===== config.mk =====
export PLATFORM = sky130hd
export DESIGN_NAME = clk_div_ctrl_flat
export DESIGN_NICKNAME = d
export VERILOG_FILES = /design/src/rtl/clk_div_ctrl_if.sv /design/src/rtl/clk_div_ctrl.sv /design/src/flat_wrapper.sv
export SDC_FILE = /design/constraint.sdc
export NUM_CORES = 1
export LEC_CHECK = 0
export CAP_MARGIN = 15
export CORE_MARGIN = 2
export CORE_UTILIZATION = 26
export CTS_CLUSTER_DIAMETER = 200
export DETAILED_ROUTE_END_ITERATION = 10
export GPL_ROUTABILITY_DRIVEN = 0
export PLACE_DENSITY_LB_ADDON = 0.3
export SLEW_MARGIN = 25
export SYNTH_ARGS = -nofsm -noshare
export SYNTH_HDL_FRONTEND = slang
export SYNTH_SLANG_ARGS = --single-unit

===== constraint.sdc =====
create_clock -name clk -period 5.3 [get_ports clk]
set_input_delay 1.325 -clock clk [delete_from_list [all_inputs] [get_ports clk]]
set_output_delay 1.325 -clock clk [all_outputs]
set_load 0.02 [all_outputs]

===== src/rtl/clk_div_ctrl_if.sv =====
// clk_div_ctrl_if: config handshake between a config master and clk_div_ctrl
//   cfg_valid : master -> controller, request valid
//   cfg_half  : master -> controller, requested half-period (0 is illegal)
//   cfg_ready : controller -> master, request can be accepted
//   cfg_err   : controller -> master, one-cycle pulse on a rejected H=0 request
interface clk_div_ctrl_if #(parameter int CNT_W = 8);
   logic             cfg_valid;
   logic [CNT_W-1:0] cfg_half;
   logic             cfg_ready;
   logic             cfg_err;
   modport master (output cfg_valid, cfg_half, input cfg_ready, cfg_err);
   modport slave  (input cfg_valid, cfg_half, output cfg_ready, cfg_err);
endinterface


===== src/rtl/clk_div_ctrl.sv =====
// clk_div_ctrl: run-time programmable 50%-duty clock divider with glitch-free ratio updates
//   clk, rst   : system clock, synchronous active-high reset
//   en         : run request, sampled only at the end of a full output period
//   cfg        : clk_div_ctrl_if slave (cfg_valid/cfg_half in, cfg_ready/cfg_err out)
//   clk_out    : registered divided clock, period 2*H clk cycles
//   tick       : one-cycle pulse in the cycle clk_out rises
//   running    : high while dividing (RUN or PEND)
//   period_cnt : completed output periods, present only with CLK_DIV_CTRL_PCNT_EN
module clk_div_ctrl #(
   parameter int CNT_W    = 8,
   parameter int DEF_HALF = 2
) (
   input  logic          clk,
   input  logic          rst,
   input  logic          en,
   clk_div_ctrl_if.slave cfg,
   output logic          clk_out,
   output logic          tick,
   output logic          running
`ifdef CLK_DIV_CTRL_PCNT_EN
   ,
   output logic [15:0]   period_cnt
`endif
);
   typedef enum logic [1:0] {IDLE, RUN, PEND} state_t;
   state_t           state_q, state_d;
   logic [CNT_W-1:0] cnt_q, cnt_d, half_q, half_d, pend_q, pend_d;
   logic             clk_q, clk_d, tick_q, tick_d, err_q, err_d;
   logic             accept, legal, toggle, fall;
`ifdef CLK_DIV_CTRL_PCNT_EN
   logic [15:0]      pcnt_q, pcnt_d;
`endif
   always_ff @(posedge clk) begin
      if (rst) begin
         state_q <= IDLE;
         cnt_q   <= '0;
         half_q  <= CNT_W'(DEF_HALF);
         pend_q  <= '0;
         clk_q   <= 1'b0;
         tick_q  <= 1'b0;
         err_q   <= 1'b0;
`ifdef CLK_DIV_CTRL_PCNT_EN
         pcnt_q  <= '0;
`endif
      end else begin
         state_q <= state_d;
         cnt_q   <= cnt_d;
         half_q  <= half_d;
         pend_q  <= pend_d;
         clk_q   <= clk_d;
         tick_q  <= tick_d;
         err_q   <= err_d;
`ifdef CLK_DIV_CTRL_PCNT_EN
         pcnt_q  <= pcnt_d;
`endif
      end
   end
   always_comb begin
      accept  = cfg.cfg_valid & cfg.cfg_ready;
      legal   = accept & (cfg.cfg_half != '0);
      toggle  = (state_q != IDLE) & (cnt_q == half_q - 1'b1);
      // fall marks the end of a full output period: the only point where
      // ratio changes and stops may take effect
      fall    = toggle & clk_q;
      state_d = state_q;
      cnt_d   = toggle ? '0 : cnt_q + 1'b1;
      half_d  = half_q;
      pend_d  = pend_q;
      clk_d   = clk_q ^ toggle;
      tick_d  = toggle & ~clk_q;
      err_d   = accept & (cfg.cfg_half == '0);
      case (state_q)
         IDLE: begin
            cnt_d   = '0;
            clk_d   = 1'b0;
            tick_d  = 1'b0;
            half_d  = legal ? cfg.cfg_half : half_q;
            state_d = en ? RUN : IDLE;
         end
         RUN: begin
            if (fall & ~en) begin
               // stopping: nothing remains to wait for, so a same-cycle config lands directly
               state_d = IDLE;
               half_d  = legal ? cfg.cfg_half : half_q;
            end else if (legal) begin
               pend_d  = cfg.cfg_half;
               state_d = PEND;
            end
         end
         PEND: begin
            if (fall) begin
               half_d  = pend_q;
               state_d = en ? RUN : IDLE;
            end
         end
         default: state_d = IDLE;
      endcase
`ifdef CLK_DIV_CTRL_PCNT_EN
      pcnt_d = (state_q == IDLE) ? (en ? 16'd0 : pcnt_q) : pcnt_q + 16'(fall);
`endif
   end
   always_comb begin
      cfg.cfg_ready = state_q != PEND;
      cfg.cfg_err   = err_q;
      running       = state_q != IDLE;
      clk_out       = clk_q;
      tick          = tick_q;
`ifdef CLK_DIV_CTRL_PCNT_EN
      period_cnt    = pcnt_q;
`endif
   end
endmodule


===== src/flat_wrapper.sv =====
// flat-port wrapper written by rule: the top's interface ports become plain ports
module clk_div_ctrl_flat 
#(
   parameter int CNT_W    = 8,
   parameter int DEF_HALF = 2
)
  (clk, rst, en, clk_out, tick, running, cfg_cfg_valid, cfg_cfg_half, cfg_cfg_ready, cfg_cfg_err);
  clk_div_ctrl_if #(.CNT_W(CNT_W)) cfg_i ();
  input  logic clk;
  input  logic rst;
  input  logic en;
  output logic clk_out;
  output logic tick;
  output logic running;
  input wire logic [$bits(cfg_i.cfg_valid)-1:0] cfg_cfg_valid;
  input wire logic [$bits(cfg_i.cfg_half)-1:0] cfg_cfg_half;
  output wire logic [$bits(cfg_i.cfg_ready)-1:0] cfg_cfg_ready;
  output wire logic [$bits(cfg_i.cfg_err)-1:0] cfg_cfg_err;
  assign cfg_i.cfg_valid = cfg_cfg_valid;
  assign cfg_i.cfg_half = cfg_cfg_half;
  assign cfg_cfg_ready = cfg_i.cfg_ready;
  assign cfg_cfg_err = cfg_i.cfg_err;
  clk_div_ctrl #(.CNT_W(CNT_W), .DEF_HALF(DEF_HALF)) u_core (.clk(clk), .rst(rst), .en(en), .cfg(cfg_i), .clk_out(clk_out), .tick(tick), .running(running));
endmodule

==> summary.md <==
| Metric | Value |
|---|---|
| Cell variety after synth | `40` |
| Maxcap violations | `0` |
| IO Pins | `17` |
| Cts hold-fix bufs | `0` |
| Placed Cells | `254` |
| Final Hold Fails | `0` |
| Final Power | `approximately 530 uW` |
| Post-route ant nets | `0` |
| Die height | `80.3 um` |
| Synth area leaders | `dfxtp_1, nor2_1, mux2i_1` |
| Syn Nets | `192` |
| Share of the yosys chip area belonging to registers | `38.4%` |
| CTS root buffer | `clkbuf_8` |
| Post-synthesis async set-or-reset flop share | `0%` |
| Die ar. | `between 6000 and 7000 sq um` |
| Final WL | `3.13 mm` |
| Launch point of the worst reg-to-reg path | `u_core.half_q[0]$_SDFFE_PP0P_` |
| Top-count cell post-synth | `dfxtp_1` |
| Yosys top cell area share | `a little under two fifths` |
| Setup Fix Bufs, Post-CTS | `0` |
| Power per Cell Area | `approximately 290 nW/um^2` |
| Commonest cells in the netlist | `dfxtp_1, nor2_1, nand2_1` |
| Post-synthesis register bit count | `29` |
| First-pass GRT wire length | `between 5 and 6 mm` |
| Flip-flop and latch area | `roughly 580 sq um` |
| CTS Buf Count | `5` |
| Post-Route Setup TNS | `0 ps` |
| Total gr overflow | `0` |
| Drt wl/cell | `12.0 um` |
| Largest net degree at the start of global routing | `29` |
| Fin crit share | `65.8%` |
| First DRT Iteration DRCs | `55` |
| Clock skew | `about 2.8 ps` |
| Die W | `80.3 um` |
| Final min period | `3490 ps` |
| Initial antenna violation count | `0` |
| Filler cell count | `between 500 and 600` |
| Vias in the first global route | `1222` |
| Rows | `27` |
| RSZ-0062 raised after global routing | `no` |
| Peak VDD IR | `0.151 mV` |
| Max Clk Rate | `287 MHz` |
| Worst-path clk slew | `about 60 ps` |
| Worst-Margin Slew | `751 ps` |
| Initial core utilization | `27.1%` |
| WP data arrival | `3660 ps` |
| FF-to-FF End | `u_core.half_q[0]$_SDFFE_PP0P_` |
| Nets | `roughly 210` |
| Port Buffers | `16` |
| Residual DRC count | `0` |
| Synth Cell Area | `1510 sq um` |
| Critical path type | `register to register` |
| HP Start | `u_core.pend_q[7]$_SDFFE_PP0P_` |
| Multi-input logic area | `855 sq um` |
| Most used flip-flop cell after synthesis | `dfxtp_1` |
| Syn Area/Cell | `8.59 sq um` |
| Critical path endpoint category | `register` |
| Placed instance area | `1720 sq um` |
| Skew-Pair Late Insertion Delay | `280 ps` |
| Synth warnings | `0` |
| Cells after synthesis | `approximately 180` |
| Worst Path Required | `between 5000 and 6000 ps` |
| CP max stage cell | `o22a_1` |
| Flop2flop setup slack | `1810 ps` |
| Final setup vio count | `0` |
| TritonRoute pass-1 iters | `4` |
| DR vias/cell | `4.67` |
| Area grow syn2layout | `19.8%` |
| CTS Buffer Depth | `2` |
| H-tree levels | `2` |
| Hold Crit Class | `register to register` |
| Antenna diodes | `0` |
| Hold path depth | `2` |
| Vias | `1223` |
| FF-to-FF path depth | `12` |
| CP Cell Sequence | `inv_1, ha_1, o21ba_2, a221oi_1, a41oi_1, a211oi_4, ha_1, inv_1, a21oi_1, o22a_1, nor2_1, a311oi_1` |
| Placeable core area | `~5600 sq um` |
| Fraction of layout cells with a size suffix above 1 | `6.84%` |
| Slowest stage delay, CP | `510 ps` |
| CTS resizes | `0` |
| Yosys top cell by area | `dfxtp_1` |
| Final instance area | `1810 sq um` |
| Non-filler instance count after layout | `262` |
| Slew Limit Fails | `0` |
| Critical Path Source Type | `register` |
| CTS Sinks | `29` |
| DP Wirelength | `2.24 mm` |
| Gr usage total | `11.4%` |
| Hold worst-path end | `u_core.half_q[7]$_SDFFE_PP0P_` |
| Lkg Pwr | `0.713 nW` |
| Largest fanout on the critical path | `16` |
| Slew headroom | `roughly 50%` |
| Run status | `finished clean` |
| Number of flops mapped to enable cells by yosys | `0` |
| TritonCTS clock tree | `yes` |
==> worst max-delay path by stage <==
stage | from | end | slack [ps] | cells past startpoint
2_1_floorplan | u_core.half_q[0]$_SDFFE_PP0P_ | u_core.half_q[5]$_SDFFE_PP0P_ | 2390 | 15
6_report | u_core.half_q[0]$_SDFFE_PP0P_ | u_core.half_q[0]$_SDFFE_PP0P_ | 1810 | 12
3_3_place_gp | u_core.half_q[0]$_SDFFE_PP0P_ | u_core.half_q[1]$_SDFFE_PP1P_ | 1840 | 12
4_1_cts | u_core.half_q[0]$_SDFFE_PP0P_ | u_core.half_q[0]$_SDFFE_PP0P_ | 1770 | 12
3_5_place_dp | u_core.half_q[0]$_SDFFE_PP0P_ | u_core.half_q[0]$_SDFFE_PP0P_ | 1810 | 12
5_1_grt | u_core.half_q[0]$_SDFFE_PP0P_ | u_core.half_q[0]$_SDFFE_PP0P_ | 1430 | 12
==> layer usage <==
layer / up-vias / wire length, um / global-route usage (%)
li1: 646 / - / -
met1: 553 / 1510 / 13.6
met2: 20 / 1470 / 18.2
met3: 4 / 94 / 2.92
met4: 0 / 68 / 6.78
met5: - / 0 / 0
==> where the power goes <==
part	total [mW]	internal, mW	switching, mW
clock network	0.201	0.117	0.0836
logic	0.0843	0.0398	0.0445
registers	0.244	0.229	0.0147
total	0.529	0.386	0.143
==> through the flow <==
| step | util (%) | hold WS, ps | setup WS (ps) |
|---|---|---|---|
| 2_1_floorplan | - | 454 | 2390 |
| 3_3_place_gp | 30.8 | 469 | 1840 |
| 3_5_place_dp | 30.8 | 469 | 1810 |
| 4_1_cts | 32.6 | 476 | 1770 |
| 5_1_grt | 32.5 | 517 | 1430 |
| 6_report | 32.5 | 476 | 1810 |
==> layout make-up <==
type / instances / share of cell area [%]
Clock buffer: 7 / 5.32
Clock inverter: 1 / 0.276
Inverter: 6 / 1.24
Multi-Input combinational cell: 130 / 47.2
Sequential cell: 29 / 32.0
Tap cell: 72 / 4.97
Timing Repair Buffer: 17 / 8.98
==> worst max-delay path, delay by kind of cell (launching register included) <==
kind / cells / cell delay, ps
AOI/OAI and AO/OA: 7 / 2060
adders and majority gates: 2 / 610
DFF: 1 / 480
buffers and inverters: 2 / 150
and+or+nand+nor: 1 / 90
==> cell usage in the layout (no fill, tap or decap), drive strengths merged, types with 3 or more instances in the layout <==
| master | count |
|---|---|
| nand2 | 17 |
| ha | 4 |
| and3 | 3 |
| inv | 5 |
| o21ai | 3 |
| clkdlybuf4s50 | 15 |
| xnor2 | 7 |
| nor4 | 10 |
| a21oi | 4 |
| nand3 | 6 |
| dfxtp | 29 |
| mux2i | 8 |
| nand2b | 3 |
| a311oi | 7 |
| nor2 | 27 |
| nor3 | 5 |
| clkbuf | 7 |
| xor2 | 8 |
==> cell families (layout without fill, tap and decap cells) <==
logic type	after synthesis	in the layout	synth area share [%]
compound gates	26	26	13.7
xor+xnor	15	15	8.69
fa+ha+maj	4	4	3.31
buf+inv	17	31	5.13
flops	29	29	38.4
mux	8	8	5.29
simple gates	77	77	25.5
==> sequential cells by signal (all words and copies together) (netlist names) <==
name and flops:
u_core.cfg.cfg_err 1, u_core.clk_out 1, u_core.cnt_q 8, u_core.half_q 8, u_core.pend_q 8, u_core.state_q 2, u_core.tick 1
No activity file was read; power rests on OpenSTA's default activity.
==> RTL change 1 (same settings) <==
`CNT_W` is set to 8 in 3 places; all go to 9.
--- a/src/rtl/clk_div_ctrl_if.sv
+++ b/src/rtl/clk_div_ctrl_if.sv
@@ -4,5 +4,5 @@
 //   cfg_ready : controller -> master, request can be accepted
 //   cfg_err   : controller -> master, one-cycle pulse on a rejected H=0 request
-interface clk_div_ctrl_if #(parameter int CNT_W = 8);
+interface clk_div_ctrl_if #(parameter int CNT_W = 9);
    logic             cfg_valid;
    logic [CNT_W-1:0] cfg_half;
--- a/src/rtl/clk_div_ctrl.sv
+++ b/src/rtl/clk_div_ctrl.sv
@@ -8,5 +8,5 @@
 //   period_cnt : completed output periods, present only with CLK_DIV_CTRL_PCNT_EN
 module clk_div_ctrl #(
-   parameter int CNT_W    = 8,
+   parameter int CNT_W    = 9,
    parameter int DEF_HALF = 2
 ) (
--- a/src/flat_wrapper.sv
+++ b/src/flat_wrapper.sv
@@ -2,5 +2,5 @@
 module clk_div_ctrl_flat 
 #(
-   parameter int CNT_W    = 8,
+   parameter int CNT_W    = 9,
    parameter int DEF_HALF = 2
 )
Interface: changed (resized cfg_cfg_half); port bits go from 17 to 18. No check against the original RTL was run, so the function may have changed too.
==> RTL change 1 against the original RTL <==
Non-clock buffer count increased by 2. Sequential cell count is 3 higher. Design area is 14% higher. Area after synthesis is 17% higher. Wire length up 24%. Critical path depth increased by 1. Worst setup slack lost 100 ps. Sequential share of layout area is 0.94 points lower. Highest routed layer unchanged. Total power grew 6.8%.
==> RTL change 1: results (changes against the original RTL) <==
- First-pass GRT wire length: 6640 um (+17%)
- Via count: 1,456 (+19%)
- Via count normalized by instance count: 4.85 (+4.0%)
- Commonest cells post-synth: sky130_fd_sc_hd__dfxtp_1, sky130_fd_sc_hd__nor2_1, sky130_fd_sc_hd__nand2_1
- Net Count, Synth: 222 (+16%)
- Average size of a mapped cell: 8.64 um2 (+0.48%)
- DP Cell Count: 292 (+15%)
- Max VDD drop: 0.114 mV (-25%)
- Run status: complete, no violations
- Portion of the post-synthesis area used by sequential elements: 36.2% (-2.2 points)
- Critical-path maximum fanout: 18 (+2)
- Largest regs: u_core.cnt_q (9), u_core.half_q (9), u_core.pend_q (9)
- Detailed Place HPWL: 2780 um (+24%)
- Count of input and output buffers: 17 (+1)
- Cell area after placement: 1970 um2 (+15%)
- Largest net degree at the start of global routing: 25 (-14%)
- CP Data Arrival Time: 3760 ps (+100 ps)
- Post-placement setup slack: 1730 ps (-74.5 ps)
- Layout area overhead: 16.3%
- Number of nets in the layout: 236 (+15%)
- Filler instances: 725 (+23%)
- Worst-case headroom to the max-slew limit: 49.9% (+0.17 points)
- Leakage power total: 0.807 nW (+13%)
- Vias in the first global route: 1,414 (+16%)
- Fraction of layout cells with a size suffix above 1: 8.18% (+1.3 points)
- Global Route Usage Sum: 11.1% (-0.23 points)
- Average wire per standard cell: 12.9 um (+8.1%)
-- RTL change 1: where the power goes --
part / internal [mW] / switching (mW)
clock: 0.0915 / 0.0992
combinational: 0.0469 / 0.0557
sequential: 0.253 / 0.0185
-- RTL change 1: final cells by class --
type / instances / share of cell area [%]
multi-input cells: 154 / 49.5
flip-flops and latches: 32 / 31.1
repair buffers: 19 / 8.99
well taps: 80 / 4.86
clock buffers: 5 / 3.34
inverters: 7 / 1.28
clock inverters: 3 / 0.911
-- RTL change 1: cells by family after synthesis --
family	after synthesis	synth area share (%)
AND/OR/NAND/NOR	86	24.9
AO/OA/AOI/OAI	37	15.8
flip-flops	32	36.2
buffers and inverters	19	6.22
XOR/XNOR	18	8.90
multiplexers	9	5.09
adder cells (fa/ha/maj)	4	2.83
-- RTL change 1: layer usage --
metal / track usage [%] / up-vias / routed length (um)
li1: - / 753 / -
met1: 15.3 / 665 / 2000
met2: 16.4 / 30 / 1640
met3: 3.24 / 8 / 160
met4: 4.12 / 0 / 78
met5: 0 / - / 0
-- RTL change 1: critical path: cells and delay by family (launching register included) --
| family | cells | cell delay (ps) |
|---|---|---|
| compound gates | 7 | 2020 |
| fa+ha+maj | 2 | 500 |
| buf+inv | 1 | 80 |
| flops | 1 | 470 |
| simple gates | 3 | 390 |
-- RTL change 1: worst paths after layout --
path                          from               end  slack (ps)  depth (start not counted)
setup / recovery  u_core.half_q[0]  u_core.half_q[1]        1710                         13
setup reg to reg  u_core.half_q[0]  u_core.half_q[1]        1710                         13
hold / removal    u_core.pend_q[0]  u_core.half_q[0]         480                          2
hold reg to reg   u_core.pend_q[0]  u_core.half_q[0]         480                          2
==> RTL change 2 (same flow settings) <==
Without the edit above. Encoding of `state_t`: now one-hot (3 bits for 3 states).
--- a/src/rtl/clk_div_ctrl.sv
+++ b/src/rtl/clk_div_ctrl.sv
@@ -23,5 +23,5 @@
 `endif
 );
-   typedef enum logic [1:0] {IDLE, RUN, PEND} state_t;
+   typedef enum logic [2:0] {IDLE = 3'b001, RUN = 3'b010, PEND = 3'b100} state_t;
    state_t           state_q, state_d;
    logic [CNT_W-1:0] cnt_q, cnt_d, half_q, half_d, pend_q, pend_d;
Behaviour: same outputs for any inputs over 10 cycles, from zero or initial values and one cycle with rst high; not proved beyond that.
==> RTL change 2 against the original RTL <==
Worst setup slack improved by 150 ps. Count of clock-buffer cells in the layout is the same. Clock power is 12% higher. Combinational power down 1%. Design area rose by 9.9%. Area after synthesis is 10% higher. Fmax increased by 4.4%. Sequential cell count is 1 higher. Utilization decreased by 0.79 points. Wire length rose by 15%. Critical path type is now flip-flop to output pin. Via count increased by 16%. Sequential power grew 2%. Total power rose by 5.7%. Critical endpoint is now cfg_cfg_ready.
==> RTL change 2: results (changes against the original RTL) <==
- Worst setup skew after layout: 10.8 ps (+8.07 ps)
- First-pass GRT wire length: 6310 um (+11%)
- Routed metal-1 wire length: 1780 um (+18%)
- Number of nets in the layout: 227 (+11%)
- Routed met3 length: 102 um (+8.5%)
- Power density over the cells: 281 nW/um2 (-3.8%)
- Critical-path maximum fanout: 13 (-3)
- Run status: complete, no violations
- Violation count after the first detailed-route iteration: 84 (+53%)
- Max VDD drop: 0.131 mV (-13%)
- P_clk: 0.226 mW (+12%)
- Leakage power total: 0.686 nW (-3.8%)
- Global routing usage on met2: 16.9% (-1.3 points)
- Global Route Usage Sum: 10.9% (-0.43 points)
- Vias in the first global route: 1,340 (+9.7%)
- Largest net degree at the start of global routing: 30 (+3.4%)
- Top Family by Delay on Critical Path: buffers and inverters
- Slowest cell on the critical path: sky130_fd_sc_hd__clkdlybuf4s50_1
- M1 GR Usage: 14.4% (+0.82 points)
- Fraction of met3 tracks used by global routing: 2.37% (-0.55 points)
- Net Count, Synth: 213 (+11%)
- Detailed Place HPWL: 2610 um (+17%)
- CP Data Arrival Time: 2010 ps (-1650 ps)
- Average wire per standard cell: 12.5 um (+4.7%)
- Via count normalized by instance count: 4.89 (+4.8%)
- Post-placement setup slack: 1960 ps (+150 ps)
-- RTL change 2: worst paths after layout --
kind,startpoint,endpoint,slack [ps]
setup / recovery,u_core.state_q[0],cfg_cfg_ready,1960
hold / removal,u_core.pend_q[3],u_core.pend_q[3],460
setup reg to reg,u_core.half_q[0],u_core.pend_q[6],1990
hold reg to reg,u_core.pend_q[3],u_core.pend_q[3],460
-- RTL change 2: area by class of cell --
class	instances	area share, %
clock buffer	7	3.83
timing repair buffer	19	9.18
sequential	30	30.2
multi-input combinational	149	49.3
tap	77	4.84
clock inverter	1	1.51
inverter	6	1.13
-- RTL change 2: metrics by stage --
step	cell area [um2]	std cells	util (%)
finish	1990	289	31.7
global route	1990	289	31.7
CTS	1990	289	31.7
detailed placement	1880	281	30.0
global placement	1880	281	30.0
floorplan	1670	197	-
-- RTL change 2: logic make-up after synthesis --
logic type      synth area share, %
fa+ha+maj                      3.00
flops                          36.0
simple gates                   30.1
compound gates                 17.9
xor+xnor                       7.88
buf+inv                        5.10
